--- src/rtl/seq_divide_pkg.sv ---
// seq_divide_pkg: shared FSM state encoding and default operand width for seq_divide
package seq_divide_pkg;
    localparam int DEF_WIDTH = 4;
    localparam logic [1:0] ST_IDLE = 2'd0;
    localparam logic [1:0] ST_CALC = 2'd1;
    localparam logic [1:0] ST_FIN  = 2'd2;
    typedef enum logic [1:0] {
        IDLE = ST_IDLE,
        CALC = ST_CALC,
        FIN  = ST_FIN
    } state_t;
endpackage

--- src/rtl/seq_divide_if.sv ---
// seq_divide_if: request/result bundle of seq_divide.
//   start/in1/in2 : request and unsigned operands (driven by master)
//   busy/done     : progress and one-cycle completion pulse (driven by slave)
//   quo/rem/dz/z  : registered results and flags (driven by slave)
interface seq_divide_if
    import seq_divide_pkg::*;
#(
    parameter int WIDTH = DEF_WIDTH
) ();
    logic             start;
    logic [WIDTH-1:0] in1;
    logic [WIDTH-1:0] in2;
    logic             busy;
    logic             done;
    logic [WIDTH-1:0] quo;
    logic [WIDTH-1:0] rem;
    logic             dz;
    logic             z;
    modport master (output start, in1, in2, input busy, done, quo, rem, dz, z);
    modport slave  (input start, in1, in2, output busy, done, quo, rem, dz, z);
endinterface

--- src/rtl/seq_divide_step.sv ---
// seq_divide_step: one restoring-division iteration (shift in a dividend bit, trial subtract).
//   rem  : current partial remainder (always < div)
//   din  : next dividend bit, MSB first
//   div  : divisor
//   nrem : partial remainder after the optional restore
//   qbit : quotient bit (1 when the trial subtract does not borrow)
module seq_divide_step
    import seq_divide_pkg::*;
#(
    parameter int WIDTH = DEF_WIDTH
) (
    input  logic [WIDTH-1:0] rem,
    input  logic             din,
    input  logic [WIDTH-1:0] div,
    output logic [WIDTH-1:0] nrem,
    output logic             qbit
);
    logic [WIDTH:0]   shifted;
    logic [WIDTH-1:0] diff;
    logic             borrow;
    // shifted is the WIDTH+1 bit partial remainder; when no borrow occurs the
    // difference is below div, so its low WIDTH bits hold it exactly
    assign shifted = {rem, din};
    assign borrow  = shifted < {1'b0, div};
    assign diff    = shifted[WIDTH-1:0] - div;
    assign qbit    = ~borrow;
    assign nrem    = borrow ? shifted[WIDTH-1:0] : diff;
endmodule

--- src/rtl/seq_divide.sv ---
// seq_divide: sequential unsigned restoring divider, one quotient bit per cycle.
//   clk, rst : clock, asynchronous active-high reset
//   bus      : seq_divide_if slave (start/in1/in2 in; busy/done/quo/rem/dz/z out)
// Optional macro SEQ_DIVIDE_EARLY_EXIT_EN: a divisor larger than the dividend
// finishes one cycle after acceptance instead of running all WIDTH iterations.
module seq_divide
    import seq_divide_pkg::*;
#(
    parameter int WIDTH = DEF_WIDTH
) (
    input logic       clk,
    input logic       rst,
    seq_divide_if.slave bus
);
    localparam int CW = $clog2(WIDTH) + 1;
    localparam logic [CW-1:0] LAST = CW'(WIDTH - 1);
    state_t           st;
    logic [WIDTH-1:0] div;
    logic [WIDTH-1:0] acc;
    logic [WIDTH-1:0] prem;
    logic [WIDTH-1:0] nrem;
    logic [WIDTH-1:0] q_next;
    logic [CW-1:0]    cnt;
    logic             fast;
    logic             fast_in;
    logic             qbit;
    logic             accept;
    seq_divide_step #(.WIDTH(WIDTH)) u_step (
        .rem  (prem),
        .din  (acc[WIDTH-1]),
        .div  (div),
        .nrem (nrem),
        .qbit (qbit)
    );
    // acc shifts dividend bits out at the top while quotient bits enter at the bottom
    assign q_next   = {acc[WIDTH-2:0], qbit};
    assign accept   = bus.start && st != CALC;
    assign bus.busy = st == CALC;
    assign bus.done = st == FIN;
`ifdef SEQ_DIVIDE_EARLY_EXIT_EN
    assign fast_in = bus.in2 == '0 || bus.in2 > bus.in1;
`else
    assign fast_in = bus.in2 == '0;
`endif
    always_ff @(posedge clk or posedge rst) begin
        if (rst) begin
            st      <= IDLE;
            div     <= '0;
            acc     <= '0;
            prem    <= '0;
            cnt     <= '0;
            fast    <= 1'b0;
            bus.quo <= '0;
            bus.rem <= '0;
            bus.dz  <= 1'b0;
            bus.z   <= 1'b0;
        end else if (accept) begin
            st   <= CALC;
            div  <= bus.in2;
            acc  <= bus.in1;
            prem <= '0;
            cnt  <= '0;
            fast <= fast_in;
        end else if (st == CALC) begin
            // fast path: divide-by-zero (or divisor above dividend) resolves in one cycle
            if (fast) begin
                st      <= FIN;
                bus.quo <= div == '0 ? '1 : '0;
                bus.rem <= acc;
                bus.dz  <= div == '0;
                bus.z   <= div != '0;
            end else begin
                prem <= nrem;
                acc  <= q_next;
                cnt  <= cnt + CW'(1);
                if (cnt == LAST) begin
                    st      <= FIN;
                    bus.quo <= q_next;
                    bus.rem <= nrem;
                    bus.dz  <= 1'b0;
                    bus.z   <= q_next == '0;
                end
            end
        end else if (st == FIN) begin
            st <= IDLE;
        end
    end
endmodule

--- src/flat_wrapper.sv ---
// flat-port wrapper written by rule: the top's interface ports become plain ports
module seq_divide_flat import seq_divide_pkg::*;
#(
    parameter int WIDTH = DEF_WIDTH
)
  (clk, rst, bus_start, bus_in1, bus_in2, bus_busy, bus_done, bus_quo, bus_rem, bus_dz, bus_z);
  seq_divide_if #(.WIDTH(WIDTH)) bus_i ();
  input logic clk;
  input logic rst;
  input wire logic [$bits(bus_i.start)-1:0] bus_start;
  input wire logic [$bits(bus_i.in1)-1:0] bus_in1;
  input wire logic [$bits(bus_i.in2)-1:0] bus_in2;
  output wire logic [$bits(bus_i.busy)-1:0] bus_busy;
  output wire logic [$bits(bus_i.done)-1:0] bus_done;
  output wire logic [$bits(bus_i.quo)-1:0] bus_quo;
  output wire logic [$bits(bus_i.rem)-1:0] bus_rem;
  output wire logic [$bits(bus_i.dz)-1:0] bus_dz;
  output wire logic [$bits(bus_i.z)-1:0] bus_z;
  assign bus_i.start = bus_start;
  assign bus_i.in1 = bus_in1;
  assign bus_i.in2 = bus_in2;
  assign bus_busy = bus_i.busy;
  assign bus_done = bus_i.done;
  assign bus_quo = bus_i.quo;
  assign bus_rem = bus_i.rem;
  assign bus_dz = bus_i.dz;
  assign bus_z = bus_i.z;
  seq_divide #(.WIDTH(WIDTH)) u_core (.clk(clk), .rst(rst), .bus(bus_i));
endmodule
--- config.mk ---
export PLATFORM = sky130hd
export DESIGN_NAME = seq_divide_flat
export DESIGN_NICKNAME = d
export VERILOG_FILES = /design/src/rtl/seq_divide_pkg.sv /design/src/rtl/seq_divide_if.sv /design/src/rtl/seq_divide_step.sv /design/src/rtl/seq_divide.sv /design/src/flat_wrapper.sv
export SDC_FILE = /design/constraint.sdc
export NUM_CORES = 1
export LEC_CHECK = 0
export CORE_MARGIN = 1
export CORE_UTILIZATION = 52
export DETAILED_ROUTE_END_ITERATION = 10
export HOLD_SLACK_MARGIN = 0.12
export PLACE_DENSITY_LB_ADDON = 0.15
export SLEW_MARGIN = 30
export SYNTH_ARGS = -nofsm -noshare
export SYNTH_HDL_FRONTEND = slang
export SYNTH_SLANG_ARGS = --single-unit
--- constraint.sdc ---
create_clock -name clk -period 1.96 [get_ports clk]
set_input_delay 0.392 -clock clk [delete_from_list [all_inputs] [get_ports clk]]
set_output_delay 0.392 -clock clk [all_outputs]
set_load 0.02 [all_outputs]
==> results of run 1 <==
-- metal layers --
metal / part of all wire (%) / global-route usage (%) / up-vias
met3: 3.1 / 2.82 / 6
met1: 45 / 28.9 / 536
met4: 1.4 / 10.3 / 0
li1: - / - / 538
met5: 0 / 0 / -
met2: 51 / 38.7 / 31
-- power by group through the flow --
stage               combinational [mW]  sequential [mW]  clock, mW
floorplan                         1.25             1.18          0
global route                      2.16             1.15      0.413
finish                            1.94             1.11      0.382
detailed placement                1.89             1.13          0
CTS                               1.90             1.11      0.386
global placement                  1.81             1.11          0
-- critical path: cells and delay by family (launching register included) --
family                     cells  cell delay, ns
AOI/OAI and AO/OA              3            0.36
adders and majority gates      1            0.35
DFF                            1            0.43
muxes                          1            0.34
and+or+nand+nor                1            0.31
-- layout by cell type (no fill, tap or decap), drive strengths merged --
| master | instances |
|---|---|
| a21oi | 12 |
| a22o | 2 |
| a22oi | 1 |
| a31oi | 3 |
| a32oi | 1 |
| and3 | 2 |
| buf | 4 |
| bufinv | 1 |
| clkbuf | 3 |
| clkdlybuf4s50 | 20 |
| dfrtp | 28 |
| dlygate4sd2 | 1 |
| dlymetal6s2s | 1 |
| fa | 1 |
| ha | 6 |
| inv | 8 |
| mux2 | 5 |
| mux2i | 2 |
| nand2 | 15 |
| nand2b | 6 |
| nand3 | 1 |
| nor2 | 17 |
| nor2b | 1 |
| nor3 | 5 |
| nor4 | 1 |
| o21a | 1 |
| o21ai | 12 |
| o22ai | 2 |
| or3 | 1 |
| or4 | 2 |
| xor2 | 1 |
-- timing repair --
action / in CTS / in global routing
buffers inserted: 0 / 1
resized for setup: 1 / 2
pin swaps: 0 / 1
endpoints found under the setup margin: 1 / 6
hold buffers: 0 / 0
cloned: 0 / 0
-- sequential cells by signal, summed over array words and instances, names as in the netlist --
signal / flops
u_core.acc: 4
u_core.bus.quo: 4
u_core.bus.rem: 4
u_core.div: 4
u_core.prem: 4
u_core.cnt: 3
u_core.st: 2
u_core.bus.dz: 1
u_core.bus.z: 1
u_core.fast: 1
-- worst min-delay path by stage --
stage                            from           endpoint
floorplan               u_core.cnt[0]      u_core.cnt[0]
global placement        u_core.cnt[0]      u_core.cnt[0]
detailed placement  u_core.bus.quo[0]  u_core.bus.quo[0]
CTS                               rst       u_core.bus.z
global route                      rst      u_core.cnt[1]
finish                            rst       u_core.bus.z
-- area by class of cell --
cell class,instances,area [sq um]
inverter,8,30.0
clock inverter,1,30.0
fill,208,787
tap,30,37.5
sequential,28,701
clock buffer,3,22.5
timing repair buffer,26,251
multi-input combinational,100,663
-- stage by stage --
stage | utilization (%) | total power [mW] | TNS [ns]
after floorplan | - | 2.43 | 0
after global placement | 66.2 | 2.92 | 0
after detailed placement | 66.2 | 3.02 | 0
after CTS | 68.3 | 3.39 | 0
after global routing | 68.8 | 3.73 | -0.00271
final | 68.8 | 3.43 | 0
-- kinds of logic (layout without fill, tap and decap cells) --
logic type / after synthesis / after routing / share of synthesized area, %
AO/OA/AOI/OAI: 34 / 34 / 14.7
XOR/XNOR: 1 / 1 / 0.621
adder cells (fa/ha/maj): 7 / 7 / 6.74
buffers and inverters: 11 / 38 / 3.63
flip-flops: 28 / 28 / 49.6
multiplexers: 7 / 7 / 5.67
AND/OR/NAND/NOR: 51 / 51 / 19.0
==> flow_metrics.env, run 1 <==
export IMPL_status="complete, no violations"
export IMPL_syn_cell_area_sq_um=1410
export IMPL_power_density_nw_per_um2=1980
export IMPL_dr_pass1_iters=4
export IMPL_area_growth_pct=23.0
export IMPL_max_slew_margin_pct=66.8
export IMPL_reg2reg_from="u_core.prem[1]"
export IMPL_drive_above_1_share_pct=15.1
export IMPL_crit_slowest_cell="dfrtp_1"
export IMPL_synth_edf_count=0
export IMPL_leakage_nw=0.789
export IMPL_crit_start="u_core.prem[1]"
export IMPL_pre_cts_ws_ns=0.103
export IMPL_numCtsBuffers=3
export IMPL_path_cells="ha_1 -> o21ai_2 -> a21oi_2 -> nor3_4 -> mux2_4 -> o21ai_1"
export IMPL_finalCriticalPeriod_ns=1.87
export IMPL_synth_seq_cells=28
export IMPL_ir_drop_mv=1.22
export IMPL_vias=1111
export IMPL_synthTopCellsByCount="dfrtp_1, nand2_1, nor2_1, o21ai_1, a21oi_1"
export IMPL_placed_area_sq_um=1670
export IMPL_tightest_slew_ns=0.498
export IMPL_ys_top_cells_by_area="dfrtp_1, ha_1, nand2_1, nor2_1, o21ai_1"
export IMPL_yosysWarningCount=0
export IMPL_drt_iter0_drc=25
export IMPL_wl_per_cell_microns=14.6
export IMPL_seq_area_frac_synth_pct=49.6
export IMPL_synthesis_nets=157
export IMPL_route_detailed_drc=0
export IMPL_root_buffer="clkbuf_4"
export IMPL_crit_type="reg -> reg"
export IMPL_grt_max_degree=29
export IMPL_postRouteAntennaNets=0
export IMPL_clk_path_buf_depth=2
export IMPL_antenna_found_initial=0
export IMPL_min_path_type="in -> async"
export IMPL_dp_hpwl_microns=2110
export IMPL_cp_arrival_ns=2.13
export IMPL_drv_cap=0
export IMPL_drt_wl_total_microns=2870
export IMPL_comb_power_share_pct=56.5
export IMPL_required_ns=2.22
export IMPL_finalMaxSlewViolations=0
export IMPL_instances_no_fill=196
export IMPL_setup_slack_ns=0.0925
export IMPL_yosysTopAreaCellShare_pct=49.6
export IMPL_cp_end_kind="flip-flop"
export IMPL_grt_pass1_vias=1033
export IMPL_grt_first_pass_wirelength_microns=4660
export IMPL_finalInstanceArea_sq_um=1740
export IMPL_path_clk_slew_ns=0.16
export IMPL_skew_ns=0.00795
export IMPL_fin_nets=185
export IMPL_die_x_microns=54.1
export IMPL_report_final_hold_viol_count=0
export IMPL_syn_avg_cell_area_sq_um=10.2
export IMPL_cp_endpoint="u_core.prem[0]"
export IMPL_pwr_share_clk_pct=11.1
export IMPL_grt_util_all_layers_pct=22.9
export IMPL_portBuffers=22
export IMPL_swShare_pct=42.5
export IMPL_async_flop_share_pct=100
export IMPL_reg2reg_slack_ns=0.09
export IMPL_die_area_sq_um=2930
export IMPL_ioPinCount=23
export IMPL_worst_hold_slack_ns=0.405
export IMPL_synth_top_area_cell="dfrtp_1"
export IMPL_critPathMaxFanout=4
export IMPL_start_util_pct=56.0
export IMPL_yosys_cell_types_count=35
export IMPL_coreArea_sq_um=2520
export IMPL_ys_flop_type="dfrtp_1"
export IMPL_worstReg2RegEnd="u_core.prem[0]"
export IMPL_yosysMostFrequentCell="dfrtp_1"
export IMPL_cts_sinks=28
export IMPL_finalCritPeriodShare_pct=95.3
export IMPL_cpPeakStageDelay_ns=0.43
export IMPL_num_rows=18
export IMPL_r2r_cells=6
export IMPL_seqPwrFrac_pct=32.4
export IMPL_cts_htree_levels=1
export IMPL_clock_latency_ns=0.33
export IMPL_start_kind="flip-flop"
export IMPL_netlist_instances=139
export IMPL_die_h_microns=54.1
export IMPL_max_freq_ghz=0.535
export IMPL_overflow=0
export IMPL_setup_viol=0
export IMPL_placed_cells=191
export IMPL_via_per_inst=5.67
export IMPL_tritoncts="done"
export IMPL_p_switching_mw=1.46
export IMPL_gp_congestion=0.817
export IMPL_diodes=0
export IMPL_intPower_mw=1.97
No activity file was read; power rests on OpenSTA's default activity.
==> inputs of run 2 (changes only) <==
--- a/config.mk
+++ b/config.mk
@@ -8,3 +8,3 @@
 export CORE_MARGIN = 1
-export CORE_UTILIZATION = 52
+export CORE_UTILIZATION = 47
 export DETAILED_ROUTE_END_ITERATION = 10
@@ -16 +16,2 @@
 export SYNTH_SLANG_ARGS = --single-unit
+export TNS_END_PERCENT = 30
==> constraint.sdc (replaced) <==
create_clock -name clk -period 1.6 [get_ports clk]
set_input_delay 0.32 -clock clk [delete_from_list [all_inputs] [get_ports clk]]
set_output_delay 0.32 -clock clk [all_outputs]
set_load 0.01 [all_outputs]
==> flow_metrics.env, run 2 (synthesis gave the netlist of run 1 again) <==
export IMPL_finalMaxSlewViolations=0
export IMPL_root_buffer="clkbuf_4"
export IMPL_grt_max_degree=29
export IMPL_postRouteAntennaNets=0
export IMPL_diodes=0
export IMPL_clk_path_buf_depth=2
export IMPL_grt_pass1_vias=1175
export IMPL_portBuffers=22
export IMPL_report_final_hold_viol_count=0
export IMPL_required_ns=1.86
export IMPL_max_freq_ghz=0.599
export IMPL_drt_wl_total_microns=3330
export IMPL_die_h_microns=56.8
export IMPL_worstReg2RegEnd="u_core.bus.rem[0]"
export IMPL_grt_util_all_layers_pct=22.3
export IMPL_r2r_cells=7
export IMPL_drt_iter0_drc=53
export IMPL_start_kind="flip-flop"
export IMPL_vias=1193
export IMPL_final_cell_mix="dfrtp_1, buf_4, nand2_1, nor2_1, clkdlybuf4s50_1"
export IMPL_dp_hpwl_microns=2470
export IMPL_numCtsBuffers=3
export IMPL_fin_tns_setup_ns=-0.266
export IMPL_area_growth_pct=35.9
export IMPL_pre_cts_ws_ns=-0.0884
export IMPL_die_area_sq_um=3230
export IMPL_critPathMaxFanout=4
export IMPL_ioPinCount=23
export IMPL_path_clk_slew_ns=0.14
export IMPL_antenna_found_initial=0
export IMPL_rsz0062_at_grt="true"
export IMPL_fill_cells=219
export IMPL_setup_viol=7
export IMPL_status="finished, violations left"
export IMPL_num_rows=19
export IMPL_gp_congestion=0.905
export IMPL_placed_cells=208
export IMPL_via_per_inst=5.57
export IMPL_layout_commonest_cell="dfrtp_1"
export IMPL_fin_total_pwr_mw=4.49
export IMPL_tightest_slew_ns=0.361
export IMPL_tritoncts="done"
export IMPL_die_x_microns=56.8
export IMPL_start_util_pct=50.3
export IMPL_power_density_nw_per_um2=2340
export IMPL_dr_pass1_iters=7
export IMPL_wl_per_cell_microns=15.6
export IMPL_skew_ns=0.00153
export IMPL_min_path_type="in -> async"
export IMPL_instances_no_fill=214
export IMPL_ctsHoldBuffers=0
export IMPL_cts_htree_levels=1
export IMPL_leakage_nw=0.891
export IMPL_max_slew_margin_pct=75.9
export IMPL_crit_type="reg -> reg"
export IMPL_finalCriticalPeriod_ns=1.67
export IMPL_clock_latency_ns=0.32
export IMPL_drv_cap=0
export IMPL_cp_end_kind="flip-flop"
export IMPL_reg2reg_from="u_core.div[2]"
export IMPL_finalCritPeriodShare_pct=104
export IMPL_reg2reg_slack_ns=-0.07
export IMPL_fin_nets=203
export IMPL_drive_above_1_share_pct=31.1
export IMPL_ir_drop_mv=1.48
export IMPL_setup_slack_ns=-0.0700
export IMPL_grt_first_pass_wirelength_microns=5420
export IMPL_cp_arrival_ns=1.93
export IMPL_route_detailed_drc=6
export IMPL_violations="design-rule violations, negative setup slack"
export IMPL_worst_hold_slack_ns=0.343
export IMPL_cts_sinks=28
export IMPL_overflow=0
export IMPL_coreArea_sq_um=2810
==> run 2: cell types whose count changed in the layout (fill, tap and decap cells not counted), moves of 2 or more <==
cell,previous run,this run
clkdlybuf4s50_1,20,14
inv_1,7,4
o21ai_2,2,4
ha_1,6,2
o21ai_1,9,7
inv_2,1,4
buf_4,4,22
dlymetal6s2s_1,1,5
ha_4,0,3
==> run 2: power breakdown <==
| group | switching [mW] | internal [mW] | total (mW) |
|---|---|---|---|
| sequential | 0.291 | 1.06 | 1.35 |
| clock | 0.201 | 0.0883 | 0.289 |
| combinational | 1.41 | 1.44 | 2.85 |
==> run 2: how the worst max path moves through the flow <==
stage | startpoint | end | slack, ns | cells after the start
4_1_cts | u_core.prem[0] | u_core.bus.rem[0] | -0.04 | 6
2_1_floorplan | u_core.div[2] | u_core.bus.rem[0] | -0.02 | 7
6_report | u_core.div[2] | u_core.bus.rem[0] | -0.07 | 7
3_5_place_dp | u_core.prem[0] | u_core.prem[0] | -0.09 | 6
3_3_place_gp | u_core.div[2] | u_core.prem[0] | -0.06 | 7
5_1_grt | u_core.div[2] | u_core.bus.rem[0] | -0.14 | 7
==> run 2: metrics by stage <==
| stage | utilization [%] | instance area, sq um |
|---|---|---|
| after detailed placement | 64.9 | 1820 |
| after global placement | 64.9 | 1820 |
| after floorplan | - | 1440 |
| after CTS | 67.1 | 1880 |
| final | 68.4 | 1920 |
| after global routing | 68.4 | 1920 |
==> run 2: metal layers <==
metal	wire length (microns)	GRT usage, %	vias up	part of all wire [%]
met2	1700	36.6	40	51
met1	1440	29.1	576	43
met5	0	0	-	0
met4	70	11.8	0	2.1
li1	-	-	569	-
met3	123	2.30	8	3.7
==> run 2: cell type report <==
type	instances	area (sq um)	share of cell area (%)
clock buffer	3	22.5	1.17
inverter	8	30.0	1.57
multi-input combinational	100	734	38.3
sequential	28	702	36.6
tap	31	38.8	2.02
timing repair buffer	44	390	20.4
==> run 2: timing repair <==
action | CTS | global route
endpoints found under the setup margin | 11 | 17
resized for setup | 10 | 11
pin swaps | 2 | 1
setup buffers | 2 | 1
==> run 2: critical path, stage by stage, from the launching register on <==
cell and delay, ns:
dfrtp_1 0.42, inv_2 0.07, ha_4 0.21, o21ai_2 0.13, a21oi_2 0.07, nor3_4 0.22, mux2_4 0.35, o21ai_2 0.13
